--- src/rtl/gemv_result_streamer.sv ---
// Captures the GEMV engine's parallel result vector (optional ReLU) and drains it
// as fixed-width valid/ready beats, so the engine can start its next GEMV.
module gemv_result_streamer #(
    parameter int unsigned DATA_WIDTH = 8,
    parameter int unsigned ROWS       = 128,
    parameter int unsigned BEAT_ELEMS = 4
) (
    input  logic                             clk,
    input  logic                             rst,
    input  logic [DATA_WIDTH-1:0]            y_in [ROWS],
    input  logic                             y_done,
    input  logic                             relu_en,
    output logic [BEAT_ELEMS*DATA_WIDTH-1:0] m_data,
    output logic                             m_valid,
    input  logic                             m_ready,
    output logic                             m_last,
    output logic                             busy,
    output logic                             overrun
);

    localparam int unsigned NUM_BEATS = (ROWS + BEAT_ELEMS - 1) / BEAT_ELEMS;
    localparam int unsigned IDX_W     = (NUM_BEATS > 1) ? $clog2(NUM_BEATS) : 1;
    localparam int unsigned BEAT_W    = BEAT_ELEMS * DATA_WIDTH;
    localparam int unsigned BUF_W     = NUM_BEATS * BEAT_W;
    localparam logic [IDX_W-1:0] LAST_IDX = IDX_W'(NUM_BEATS - 1);

    typedef enum logic {
        S_IDLE,
        S_STREAM
    } state_t;

    state_t            state_q;
    logic [IDX_W-1:0]  beat_idx_q;
    logic [BUF_W-1:0]  buf_q;
    logic              overrun_q;

    // Buffer is padded to a whole number of beats; pad slots are never written and stay 0.
    always_ff @(posedge clk) begin
        if (rst) begin
            state_q    <= S_IDLE;
            beat_idx_q <= '0;
            buf_q      <= '0;
            overrun_q  <= 1'b0;
        end else begin
            overrun_q <= 1'b0;
            case (state_q)
                S_IDLE: begin
                    if (y_done) begin
                        for (int r = 0; r < int'(ROWS); r++) begin
                            buf_q[r*DATA_WIDTH +: DATA_WIDTH] <=
                                (relu_en && y_in[r][DATA_WIDTH-1]) ? '0 : y_in[r];
                        end
                        beat_idx_q <= '0;
                        state_q    <= S_STREAM;
                    end
                end
                S_STREAM: begin
                    // A capture request while draining is dropped and flagged.
                    overrun_q <= y_done;
                    if (m_ready) begin
                        if (beat_idx_q == LAST_IDX) begin
                            beat_idx_q <= '0;
                            state_q    <= S_IDLE;
                        end else begin
                            beat_idx_q <= beat_idx_q + IDX_W'(1);
                        end
                    end
                end
                default: state_q <= S_IDLE;
            endcase
        end
    end

    // Beat mux from registered buffer and index only; no path from m_ready.
    always_comb begin
        m_data = '0;
        for (int b = 0; b < int'(NUM_BEATS); b++) begin
            if (beat_idx_q == IDX_W'(b)) begin
                m_data = buf_q[b*BEAT_W +: BEAT_W];
            end
        end
    end

    assign m_valid = (state_q == S_STREAM);
    assign busy    = (state_q == S_STREAM);
    assign m_last  = (state_q == S_STREAM) && (beat_idx_q == LAST_IDX);
    assign overrun = overrun_q;

endmodule
--- config.mk ---
export PLATFORM = sky130hd
export DESIGN_NAME = gemv_result_streamer
export DESIGN_NICKNAME = d
export VERILOG_FILES = /design/src/rtl/gemv_result_streamer.sv
export SDC_FILE = /design/constraint.sdc
export NUM_CORES = 2
export LEC_CHECK = 0
export BUFFER_PORTS_ARGS = -buffer_cell sky130_fd_sc_hd__buf_4
export CORE_AREA = 2 2 409 411
export CTS_CLUSTER_DIAMETER = 120
export DETAILED_ROUTE_END_ITERATION = 10
export DIE_AREA = 0 0 411 413
export GPL_ROUTABILITY_DRIVEN = 0
export PLACE_DENSITY = 0.45
export SYNTH_ARGS = -nofsm -noshare
export SYNTH_HDL_FRONTEND = slang
export SYNTH_SLANG_ARGS = --single-unit
--- constraint.sdc ---
create_clock -name clk -period 5.1 [get_ports clk]
set_input_delay 1.02 -clock clk [delete_from_list [all_inputs] [get_ports clk]]
set_output_delay 1.02 -clock clk [all_outputs]
set_load 0.1 [all_outputs]
==> flow_results.xml <==
<?xml version="1.0" encoding="UTF-8"?>
<metrics>
  <group name="outcome">
    <metric name="outcome" unit="">finished with violations</metric>
    <metric name="failing_checks" unit="">setup timing</metric>
  </group>
  <group name="yosys">
    <metric name="ys.flop_type" unit="">dfxtp_1</metric>
    <metric name="synth.net_count" unit="">6203</metric>
    <metric name="yosys.area.top_type" unit="">dfxtp_1</metric>
    <metric name="synth.avg_cell_area" unit="um2">8.46</metric>
    <metric name="synthDominantCellAreaShare" unit="%">47.2</metric>
    <metric name="synth.lib_cells_used.distinct" unit="">78</metric>
    <metric name="post_synth_main_area_contributors" unit="">dfxtp_1, a22oi_1, nor2_1</metric>
    <metric name="synthCells" unit="">5168</metric>
    <metric name="asyncSetResetFlopFracSynth" unit="%">0</metric>
    <metric name="count_of_yosys_warnings_during_synthesis" unit="">0</metric>
    <metric name="synth-seq-cells" unit="">1031</metric>
    <metric name="synth_edf_count" unit="">0</metric>
    <metric name="syn_area" unit="um2">43700</metric>
    <metric name="post_synthesis_sequential_area_ratio" unit="%">47.2</metric>
  </group>
  <group name="clock_tree">
    <metric name="cts_inserted_buffers" unit="">118</metric>
    <metric name="clkLatencyLatePin" unit="ns">0.77</metric>
    <metric name="clockRootBuffer" unit="">clkbuf_16</metric>
    <metric name="clock_sinks" unit="">1031</metric>
    <metric name="clk_pin_slew_worst_paths" unit="ns">0.07</metric>
    <metric name="clock_path_buffers" unit="">3</metric>
    <metric name="tritoncts" unit="">done</metric>
    <metric name="htree_num_levels" unit="">3</metric>
    <metric name="holdBufCountCts" unit="">0</metric>
  </group>
  <group name="worst_setup_path">
    <metric name="worstPathBufferInverterCount" unit="">4</metric>
    <metric name="critPathLaunchType" unit="">flip-flop</metric>
    <metric name="critPathMaxStageDelay" unit="ns">0.61</metric>
    <metric name="path_max_fanout" unit="">15</metric>
    <metric name="cp_data_required_time" unit="ns">4.08</metric>
    <metric name="crit_path_end_kind" unit="">primary output</metric>
    <metric name="worst-setup-path-type" unit="">reg2out</metric>
    <metric name="critPathSlowestCell" unit="">a22oi_1</metric>
    <metric name="cells_traversed_along_the_worst_timing_path" unit="">inv_4 -&gt; ha_4 -&gt; buf_6 -&gt; and4b_2 -&gt; buf_4 -&gt; a22oi_1 -&gt; o221ai_1 -&gt; a21oi_2 -&gt; a211o_1 -&gt; o211ai_1 -&gt; buf_12</metric>
    <metric name="critical_path_arrival" unit="ns">4.15</metric>
    <metric name="crit_path_leading_delay_family" unit="">compound AO/OA/AOI/OAI gates</metric>
  </group>
  <group name="timing">
    <metric name="worst_hold_margin" unit="ns">0.478</metric>
    <metric name="final_hold_viol_count" unit="">0</metric>
    <metric name="final.period_utilization" unit="%">101</metric>
    <metric name="final_max_slew_viol_count" unit="">0</metric>
    <metric name="min_period" unit="ns">5.17</metric>
    <metric name="setup_viol_count_final" unit="">1</metric>
    <metric name="timing.fmax" unit="MHz">193</metric>
    <metric name="worst_setup_skew_after_layout" unit="ns">0.0196</metric>
    <metric name="worst_pin_slew" unit="ns">1.34</metric>
    <metric name="relSlewSlack" unit="%">10.6</metric>
    <metric name="final_critical_path_setup_slack" unit="ns">-0.0708</metric>
    <metric name="rsz0062_at_grt" unit="">yes</metric>
  </group>
  <group name="global_routing">
    <metric name="grt_use_met1" unit="%">41.4</metric>
    <metric name="grt_start_max_net_pins" unit="">144</metric>
    <metric name="gr-usage-all-layers" unit="%">34.0</metric>
    <metric name="globalRouteMet2Util" unit="%">57.0</metric>
    <metric name="antenna_found_initial" unit="">47</metric>
    <metric name="overflow" unit="">0</metric>
    <metric name="grt_pass1_vias" unit="">46900</metric>
    <metric name="grt_pass1_wl" unit="um">400000</metric>
    <metric name="use_met3" unit="%">6.82</metric>
    <metric name="grt_busiest_layer" unit="">met2</metric>
  </group>
  <group name="worst_hold_path">
    <metric name="worstHoldPathType" unit="">in2reg</metric>
  </group>
  <group name="power">
    <metric name="share_seq_of_total_power" unit="%">43.3</metric>
    <metric name="switchingPower" unit="mW">5.82</metric>
    <metric name="total_power" unit="mW">20.5</metric>
    <metric name="power_frac_clock" unit="%">43.2</metric>
    <metric name="power.share.combinational" unit="%">13.5</metric>
    <metric name="powerDensity" unit="nW/um2">331</metric>
    <metric name="cellLeakagePower" unit="nW">25.1</metric>
    <metric name="worst_ir_drop_vdd" unit="uV">281</metric>
    <metric name="net_switching_share_of_the_total_power" unit="%">28.3</metric>
    <metric name="power_report.internal_total" unit="mW">14.7</metric>
  </group>
  <group name="layout">
    <metric name="fin_nets" unit="">7323</metric>
    <metric name="final_cell_count_no_fill" unit="">8616</metric>
    <metric name="end_of_flow_core_utilization" unit="%">37.4</metric>
    <metric name="final_design_area_no_fill" unit="um2">62100</metric>
    <metric name="flow.area_growth_from_synthesis" unit="%">42.0</metric>
    <metric name="layout.filler_cells" unit="">17300</metric>
    <metric name="final_layout_size_suffix_gt1_share" unit="%">29.5</metric>
  </group>
  <group name="job">
    <metric name="maxCapViolations" unit="">0</metric>
  </group>
  <group name="die">
    <metric name="die_area" unit="um2">170000</metric>
    <metric name="start_util" unit="%">26.4</metric>
    <metric name="die_w" unit="um">411</metric>
    <metric name="placeableCoreArea" unit="um2">166000</metric>
    <metric name="top_ports" unit="">1065</metric>
    <metric name="chipHeight" unit="um">413</metric>
    <metric name="num_rows" unit="">150</metric>
  </group>
  <group name="routing">
    <metric name="dr.first_iter.drc_count" unit="">6352</metric>
    <metric name="routed_length_per_placed_instance" unit="um">35.3</metric>
    <metric name="ant_nets" unit="">0</metric>
    <metric name="drt-total-wl" unit="um">304000</metric>
    <metric name="avgViaCountPerCell" unit="">5.79</metric>
    <metric name="number_of_detailed_routing_iterations_run_before_antenna_repair" unit="">7</metric>
    <metric name="drt_drc_violations_left" unit="">0</metric>
    <metric name="dr_total_vias" unit="">49900</metric>
  </group>
  <group name="place">
    <metric name="dp_cells" unit="">8321</metric>
    <metric name="numPortBuffers" unit="">1064</metric>
    <metric name="half_perimeter_wire_length_after_detailed_placement" unit="um">243000</metric>
    <metric name="dpl_cell_area" unit="um2">56100</metric>
  </group>
</metrics>
cells in the mapped netlist, types with 38 or more instances:
cell type  count
nand3_1       50
o221ai_1      51
o21ai_0      106
o22ai_1      112
nand2_1      108
clkbuf_1     379
nor3_1        43
a21oi_1      387
buf_2         38
a22oi_1      961
a221oi_1      61
nor3b_1      137
dfxtp_1     1031
nor2_1      1228
worst paths after layout:
check	cells after the start	slack (ns)	to	from
setup / recovery	11	-0.07	m_data[29]	beat_idx_q[1]
hold / removal	3	0.48	buf_q[157]	y_in[869]
hold reg to reg	2	0.49	buf_q[791]	buf_q[791]
setup reg to reg	5	1.76	buf_q[405]	busy
layer usage:
metal / wire length [um] / vias up
met5: 261 / -
met4: 17500 / 42
met3: 22500 / 585
met2: 144000 / 2679
met1: 120000 / 24900
li1: - / 21600
what timing repair did:
item / CTS / global route
pin swaps: 35 / 35
buffers inserted: 26 / 23
gates cloned: 6 / 0
endpoints found under the setup margin: 32 / 31
resized for setup: 293 / 65
per-stage QoR:
step | worst slack, ns | TNS (ns)
after CTS | -0.0958 | -0.259
after detailed placement | -0.390 | -1.46
final | -0.0708 | -0.0708
after global placement | -0.814 | -2.76
after floorplan | -0.287 | -0.329
after global routing | -0.0506 | -0.193
flip-flops by register name, indices dropped and copies added, names as in the netlist:
name        flops
overrun         1
beat_idx_q      5
busy            1
buf_q        1024
kinds of logic (layout without fill, tap and decap cells):
kind of cell             Yosys count  in the layout  share of synthesized area [%]
other                              0             29                              0
AND/OR/NAND/NOR                 1748           1751                           18.0
flip-flops                      1031           1031                           47.2
buffers and inverters            462           1674                           4.15
AO/OA/AOI/OAI                   1919           1919                           30.5
multiplexers                       2              2                         0.0458
adder cells (fa/ha/maj)            6              6                          0.172
worst register-to-register path, cell delays in order, from the launching register on:
cell and delay [ns]:
dfxtp_1 0.79, nand2b_4 0.90, buf_4 0.73, a21oi_1 0.39, a22oi_1 0.32, nor2_1 0.07
final cells by class:
cell class | instances | area [um2] | area share (%)
multi-input cells | 3678 | 22900 | 36.9
flip-flops and latches | 1031 | 20700 | 33.3
repair buffers | 1451 | 11700 | 18.9
clock buffers | 171 | 3380 | 5.44
well taps | 2204 | 2760 | 4.44
clock inverters | 44 | 589 | 0.949
diodes | 29 | 72.6 | 0.117
inverters | 8 | 36.3 | 0.0584
cell usage in the layout (no fill, tap or decap), drive strengths merged, types with 26 or more instances in the layout:
cell	netlist	final
nand2	108	108
a211oi	31	31
a2111oi	29	29
o221ai	51	51
nor3b	137	137
a221oi	61	61
clkbuf	379	171
nand2b	26	26
a21oi	387	387
buf	75	1451
diode	0	29
clkinv	1	28
nor4	29	29
nor2	1231	1233
a22oi	961	961
nand3	50	50
nor3	47	47
o22ai	112	112
o21ai	118	118
dfxtp	1031	1031
power groups by stage:
| stage | registers, mW | logic, mW | clock network (mW) |
|---|---|---|---|
| detailed placement | 9.04 | 2.65 | 0 |
| global route | 8.89 | 2.92 | 9.27 |
| finish | 8.88 | 2.78 | 8.87 |
| CTS | 8.87 | 2.74 | 8.96 |
| floorplan | 8.78 | 1.21 | 0 |
| global placement | 9.05 | 2.63 | 0 |
(Power assumes the default switching activity.)
